<file path="src/rtl/sim_pkg.sv">
// Shared state encoding, default phase lengths and helpers for the simulation
// run controller.
package sim_pkg;

    typedef enum logic [2:0] {
        IDLE,
        PRE,
        RST,
        RUN,
        END,
        TMO
    } sim_state_e;

    localparam int unsigned DEF_PRE_CYCLES     = 10;
    localparam int unsigned DEF_RST_CYCLES     = 10;
    localparam int unsigned DEF_TIMEOUT_CYCLES = 5000000;

    // Phase down-counter width; PRE/RST lengths are limited to 16 bits.
    localparam int PHASE_W = 16;

    function automatic int hart_idx_w(input int n);
        return (n <= 1) ? 1 : $clog2(n);
    endfunction

endpackage

</file>
<file path="src/rtl/sim_end_arbiter.sv">
// Combinational end-of-program arbiter: lowest-index hart with valid&end wins.
// Also reports how many harts retire this cycle.
module sim_end_arbiter
    import sim_pkg::*;
#(
    parameter int NUM_HARTS = 1,
    parameter int CODE_W    = 32,
    localparam int HART_W   = hart_idx_w(NUM_HARTS),
    localparam int POP_W    = $clog2(NUM_HARTS + 1)
) (
    input  logic [NUM_HARTS-1:0]        valid_i,
    input  logic [NUM_HARTS-1:0]        end_i,
    input  logic [NUM_HARTS*CODE_W-1:0] code_i,
    output logic                        any_end_o,
    output logic [HART_W-1:0]           end_idx_o,
    output logic [CODE_W-1:0]           end_code_o,
    output logic [POP_W-1:0]            pop_o
);

    // Scan from the top so the last assignment is the lowest ending hart.
    always_comb begin
        any_end_o  = 1'b0;
        end_idx_o  = '0;
        end_code_o = '0;
        for (int h = NUM_HARTS - 1; h >= 0; h--) begin
            if (valid_i[h] && end_i[h]) begin
                any_end_o  = 1'b1;
                end_idx_o  = HART_W'(h);
                end_code_o = code_i[h*CODE_W +: CODE_W];
            end
        end
    end

    always_comb begin
        pop_o = '0;
        for (int h = 0; h < NUM_HARTS; h++) begin
            pop_o = pop_o + POP_W'(valid_i[h]);
        end
    end

endmodule

</file>
<file path="src/rtl/sim_run_ctrl.sv">
// Simulation run controller: sequences the NPC reset, watches retirements for
// the program end or a timeout, and keeps saturating cycle/instret counters.
module sim_run_ctrl
    import sim_pkg::*;
#(
    parameter int unsigned PRE_CYCLES     = DEF_PRE_CYCLES,
    parameter int unsigned RST_CYCLES     = DEF_RST_CYCLES,
    parameter int          NUM_HARTS      = 1,
    parameter int unsigned TIMEOUT_CYCLES = DEF_TIMEOUT_CYCLES,
    parameter int          CNT_W          = 64,
    parameter int          CODE_W         = 32,
    localparam int         HART_W         = hart_idx_w(NUM_HARTS)
) (
    input  logic                        clock,
    input  logic                        reset,
    input  logic                        start,
    input  logic [NUM_HARTS-1:0]        retire_valid,
    input  logic [NUM_HARTS-1:0]        retire_end,
    input  logic [NUM_HARTS*CODE_W-1:0] retire_code,
    output logic                        dut_reset,
    output logic                        running,
    output logic                        done,
    output logic                        pass,
    output logic                        timed_out,
    output logic [CODE_W-1:0]           exit_code,
    output logic [HART_W-1:0]           end_hart,
    output logic [CNT_W-1:0]            cycle_count,
    output logic [CNT_W-1:0]            instret_count
);

    localparam int                 POP_W    = $clog2(NUM_HARTS + 1);
    localparam int                 CW1      = CNT_W + 1;
    localparam logic [PHASE_W-1:0] PRE_LOAD = PHASE_W'(PRE_CYCLES - 1);
    localparam logic [PHASE_W-1:0] RST_LOAD = PHASE_W'(RST_CYCLES - 1);
    localparam logic [CNT_W-1:0]   TMO_LAST = CNT_W'(TIMEOUT_CYCLES - 1);
    localparam bit                 TMO_EN   = (TIMEOUT_CYCLES != 0);

    sim_state_e          state_q, state_d;
    logic [PHASE_W-1:0]  phase_q, phase_d;
    logic                dut_reset_q, dut_reset_d;
    logic                running_q, running_d;
    logic                done_q, done_d;
    logic                pass_q, pass_d;
    logic                timed_out_q, timed_out_d;
    logic [CODE_W-1:0]   exit_code_q, exit_code_d;
    logic [HART_W-1:0]   end_hart_q, end_hart_d;
    logic [CNT_W-1:0]    cycle_q, cycle_d;
    logic [CNT_W-1:0]    instret_q, instret_d;

    logic                any_end;
    logic [HART_W-1:0]   end_idx;
    logic [CODE_W-1:0]   end_code;
    logic [POP_W-1:0]    pop_cnt;
    logic [CNT_W:0]      cyc_sum, ins_sum;

    sim_end_arbiter #(
        .NUM_HARTS (NUM_HARTS),
        .CODE_W    (CODE_W)
    ) u_arb (
        .valid_i    (retire_valid),
        .end_i      (retire_end),
        .code_i     (retire_code),
        .any_end_o  (any_end),
        .end_idx_o  (end_idx),
        .end_code_o (end_code),
        .pop_o      (pop_cnt)
    );

    // One extra bit catches the carry so the counters stick at all-ones.
    assign cyc_sum = {1'b0, cycle_q} + CW1'(1);
    assign ins_sum = {1'b0, instret_q} + CW1'(pop_cnt);

    always_comb begin
        state_d     = state_q;
        phase_d     = phase_q;
        done_d      = done_q;
        pass_d      = pass_q;
        timed_out_d = timed_out_q;
        exit_code_d = exit_code_q;
        end_hart_d  = end_hart_q;
        cycle_d     = cycle_q;
        instret_d   = instret_q;
        case (state_q)
            IDLE: begin
                if (start) begin
                    state_d     = PRE;
                    phase_d     = PRE_LOAD;
                    done_d      = 1'b0;
                    pass_d      = 1'b0;
                    timed_out_d = 1'b0;
                    exit_code_d = '0;
                    end_hart_d  = '0;
                    cycle_d     = '0;
                    instret_d   = '0;
                end
            end
            PRE: begin
                if (phase_q == '0) begin
                    state_d = RST;
                    phase_d = RST_LOAD;
                end else begin
                    phase_d = phase_q - PHASE_W'(1);
                end
            end
            RST: begin
                if (phase_q == '0) begin
                    state_d = RUN;
                end else begin
                    phase_d = phase_q - PHASE_W'(1);
                end
            end
            RUN: begin
                cycle_d   = cyc_sum[CNT_W] ? '1 : cyc_sum[CNT_W-1:0];
                instret_d = ins_sum[CNT_W] ? '1 : ins_sum[CNT_W-1:0];
                if (any_end) begin
                    state_d     = END;
                    done_d      = 1'b1;
                    pass_d      = (end_code == '0);
                    exit_code_d = end_code;
                    end_hart_d  = end_idx;
                end else if (TMO_EN && (cycle_q == TMO_LAST)) begin
                    state_d     = TMO;
                    timed_out_d = 1'b1;
                end
            end
            default: ;
        endcase
        // Decoded from the next state so the registered outputs line up with it.
        dut_reset_d = (state_d == RST);
        running_d   = (state_d == RUN);
    end

    always_ff @(posedge clock) begin
        if (!reset) begin
            state_q     <= IDLE;
            phase_q     <= '0;
            dut_reset_q <= 1'b0;
            running_q   <= 1'b0;
            done_q      <= 1'b0;
            pass_q      <= 1'b0;
            timed_out_q <= 1'b0;
            exit_code_q <= '0;
            end_hart_q  <= '0;
            cycle_q     <= '0;
            instret_q   <= '0;
        end else begin
            state_q     <= state_d;
            phase_q     <= phase_d;
            dut_reset_q <= dut_reset_d;
            running_q   <= running_d;
            done_q      <= done_d;
            pass_q      <= pass_d;
            timed_out_q <= timed_out_d;
            exit_code_q <= exit_code_d;
            end_hart_q  <= end_hart_d;
            cycle_q     <= cycle_d;
            instret_q   <= instret_d;
        end
    end

    assign dut_reset     = dut_reset_q;
    assign running       = running_q;
    assign done          = done_q;
    assign pass          = pass_q;
    assign timed_out     = timed_out_q;
    assign exit_code     = exit_code_q;
    assign end_hart      = end_hart_q;
    assign cycle_count   = cycle_q;
    assign instret_count = instret_q;

endmodule

</file>
<file path="config.mk">
export PLATFORM = sky130hd
export DESIGN_NAME = sim_run_ctrl
export DESIGN_NICKNAME = d
export VERILOG_FILES = /design/src/rtl/sim_pkg.sv /design/src/rtl/sim_end_arbiter.sv /design/src/rtl/sim_run_ctrl.sv
export SDC_FILE = /design/constraint.sdc
export NUM_CORES = 1
export LEC_CHECK = 0
export CAP_MARGIN = 0
export CORE_MARGIN = 4
export CORE_UTILIZATION = 35
export CTS_CLUSTER_DIAMETER = 150
export DETAILED_ROUTE_END_ITERATION = 10
export GPL_ROUTABILITY_DRIVEN = 0
export PLACE_DENSITY = 0.68
export SYNTH_ARGS = -nofsm -noshare
export SYNTH_HDL_FRONTEND = slang
export SYNTH_HIERARCHICAL = 1
export SYNTH_SLANG_ARGS = --single-unit
</file>
<file path="constraint.sdc">
create_clock -name clock -period 7.1 [get_ports clock]
set_input_delay 1.42 -clock clock [delete_from_list [all_inputs] [get_ports clock]]
set_output_delay 1.42 -clock clock [all_outputs]
set_load 0.02 [all_outputs]
</file>
==> summary.md <==
| Metric | Value |
|---|---|
| First-pass GRT wire length | `~62,000 um` |
| Flops & latches, synth | `around 190` |
| CTS Hold Bufs | `0` |
| Routed vias/inst | `6.22` |
| Worst EP required | `7.47 ns` |
| DPL Wire Length | `26,700 um` |
| Clock-pin transition on the worst setup and hold timing paths | `roughly 0.070 ns` |
| Core Rows | `63` |
| HP Class | `reg -> reg` |
| Initial drt markers | `roughly 1,600` |
| RSZ-0062 raised after global routing | `no` |
| Clock Skews | `0.0190 ns` |
| CTS buffer count | `17` |
| Overall Global Routing Usage | `0.227` |
| Worst skew pair latency | `0.45 ns` |
| Crit-path slowest cell | `clkdlybuf4s50_1` |
| Clk buf depth | `2` |
| Clk sinks | `185` |
| Layout cells sized above 1 | `0.0627` |
| Synth cell types | `67` |
| Core Region | `slightly below 30,000 um2` |
| Slew @ Worst Pin | `approximately 1.2 ns` |
| Root Driver | `clkbuf_16` |
| Post-cts sizing count | `0` |
| Critical Path Start Type | `primary input` |
| Static leakage | `0.00430 uW` |
| Number of post-CTS setup repair buffers | `0` |
| Reg-to-Reg End | `cycle_count[45]$_SDFFE_PN0P_` |
| Clock Power Share | `0.358` |
| CP dominant cell by count | `ha_1` |
| Worst R2R Start | `cycle_count[10]$_SDFFE_PN0P_` |
| Die X | `~180 um` |
| Power Density | `203 nW/um2` |
| Largest net degree at the start of global routing | `80` |
| Area Overhead vs Synth | `26.5%` |
| Total of max-cap violations | `0` |
| Antenna violations before repair | `0` |
| Hold_ws | `0.466 ns` |
| Drt drc | `0` |
| Crit Path Category | `in -> reg` |
| Crit-path cells | `clkdlybuf4s50_1 > ha_1 > ha_1 > nand3_1 > or4_4 > nor3_1 > and2_1 > nand2_1 > o211ai_1` |
| Vias | `between 10,000 and 15,000` |
| Synthesis warning total | `6` |
| Cells after Synth | `roughly 1,400` |
| Fmax | `~200 MHz` |
| Critical path's largest stage delay | `1.07 ns` |
| Post-synth top flop | `dfxtp_1` |
| Drt wl/cell | `around 20 um` |
| Post-route setup slack | `approximately 2.1 ns` |
| Minimum clock period | `about 5 ns` |
| Final period utilization | `0.699` |
| R2R cell count | `6` |
| Switching part of the total | `0.339` |
| Slew Viols, Final | `0` |
| Cell Int Power | `1790 uW` |
| CP Max Fanout | `34` |
| Fillers | `between 3,000 and 4,000` |
| CP startpoint | `retire_valid` |
| Final number of hold-violating endpoints | `0` |
| IO Port Bufs | `202` |
| Diode count | `0` |
| Top Ports | `203` |
| Detailed Routing Iterations Pass 1 | `6` |
| Number of synthesized flops with an enable pin | `0` |
| Initial Util | `0.355` |
| CTS tree | `done` |
| Final Cell Area | `between 10,000 and 15,000 um2` |
| Pre-CTS WS | `1.78 ns` |
| Syn_nets | `1,446` |
| Switch Pwr | `roughly 900 uW` |
| Die height | `181 um` |
| Slew Limit Headroom | `0.211` |
| Final ANT Viol Nets | `0` |
| Status | `completed` |
| Flop pwr share | `0.418` |
| GRT overflow | `0` |
| Final core occ | `0.449` |
| Post-DP Area | `12,700 um2` |
| Share of total power in combinational logic | `0.225` |
| Sequential-to-total area share from yosys stat | `0.352` |
| Final net count | `1,575` |
| Worst path arrival time | `~5.3 ns` |
| Die area | `32,900 um2` |
| Worst Setup EP | `instret_count[50]$_SDFFE_PN0P_` |
| Routed WL | `39,500 um` |
| Commonest non-fill, non-tap cell in the layout | `clkdlybuf4s50_1` |
| Asr flop ratio synth | `0` |
| Syn Area/Cell | `~7.5 um2` |
| Max H-tree Level | `4` |
| Mapped cell area | `10,500 um2` |
| VDD IR max | `about 0.15 mV` |
| Setup TNS | `0 ns` |
| Vias in the first global route | `11,366` |
| Most frequent cells in the layout | `201 x clkdlybuf4s50_1, 185 x dfxtp_1, 139 x nor2_1` |
| Critical path capture point type | `register` |
| Register-to-register setup slack | `around 3.5 ns` |
| Setup-failing EPs final | `0` |
-- worst min-delay path by stage --
stage | from | endpoint | slack [ns] | cells past startpoint
5_1_grt | instret_count[0]$_SDFFE_PN0P_ | instret_count[0]$_SDFFE_PN0P_ | 0.50 | 2
6_report | instret_count[0]$_SDFFE_PN0P_ | instret_count[0]$_SDFFE_PN0P_ | 0.47 | 2
4_1_cts | instret_count[0]$_SDFFE_PN0P_ | instret_count[0]$_SDFFE_PN0P_ | 0.47 | 2
3_5_place_dp | instret_count[0]$_SDFFE_PN0P_ | instret_count[0]$_SDFFE_PN0P_ | 0.46 | 2
3_3_place_gp | instret_count[0]$_SDFFE_PN0P_ | instret_count[0]$_SDFFE_PN0P_ | 0.46 | 2
2_1_floorplan | phase_q[3]$_SDFFE_PN0P_ | phase_q[3]$_SDFFE_PN0P_ | 0.48 | 1
-- state kept, by name (all words and copies together) (netlist names), 3 cells and up --
signal / cells
exit_code: 32
phase_q: 16
cycle_count: 64
instret_count: 64
state_q: 3
-- power by group through the flow --
| stage | Sequential, uW | Clock, uW | Combinational (uW) |
|---|---|---|---|
| final | 1130 | 965 | 607 |
| after global routing | 1130 | 1020 | 663 |
| after CTS | 1130 | 975 | 603 |
| after detailed placement | 1150 | 0 | 599 |
| after global placement | 1150 | 0 | 586 |
| after floorplan | 1140 | 0 | 435 |
-- worst max-delay path: cells and delay by family --
family / cells / cell delay [ns]
AND/OR/NAND/NOR: 5 / 2.10
adder cells (fa/ha/maj): 2 / 0.58
buffers and inverters: 1 / 1.07
AO/OA/AOI/OAI: 1 / 0.15
-- layout make-up --
type                            count  area (um2)  area share
Timing Repair Buffer              213        2100       0.158
Clock buffer                       21         480      0.0361
Sequential cell                   185        3700       0.278
Clock inverter                     11         101     0.00761
Tap cell                          390         488      0.0366
Inverter                           20        75.1     0.00564
Multi-Input combinational cell   1097        6370       0.478
-- metrics by stage --
stage	power [uW]	std cells
after floorplan	1570	1405
after global placement	1730	1905
after detailed placement	1750	1905
after CTS	2700	1937
after global routing	2820	1937
final	2700	1937
-- logic make-up after synthesis --
group | synth area share
other cells | 0.000356
buf+inv | 0.0459
fa+ha+maj | 0.00476
xor+xnor | 0.0117
mux | 0.0138
simple gates | 0.344
compound gates | 0.228
flops | 0.352
-- layer usage --
metal	up-vias	GRT usage	part of all wire
li1	5559	-	-
met1	5713	0.308	0.43
met2	681	0.350	0.44
met3	104	0.0687	0.11
met4	0	0.0699	0.028
met5	-	0	0
-- cells in the mapped netlist, drive strengths merged, types with 12 or more instances --
cell type	n	share of area
a21oi	63	0.030
a22oi	38	0.027
a31oi	26	0.015
a32o	17	0.016
and3	62	0.040
and4	18	0.015
buf	14	0.0065
clkbuf	89	0.032
dfxtp	185	0.35
inv	20	0.0071
nand2	138	0.049
nand3	78	0.038
nand4	70	0.043
nor2	140	0.050
nor3	51	0.024
nor4	54	0.032
o211ai	14	0.010
o21a	13	0.0093
o21ai	131	0.062
o31ai	15	0.011
or3	13	0.0077
or4	12	0.0093
(Power assumes the default switching activity.)
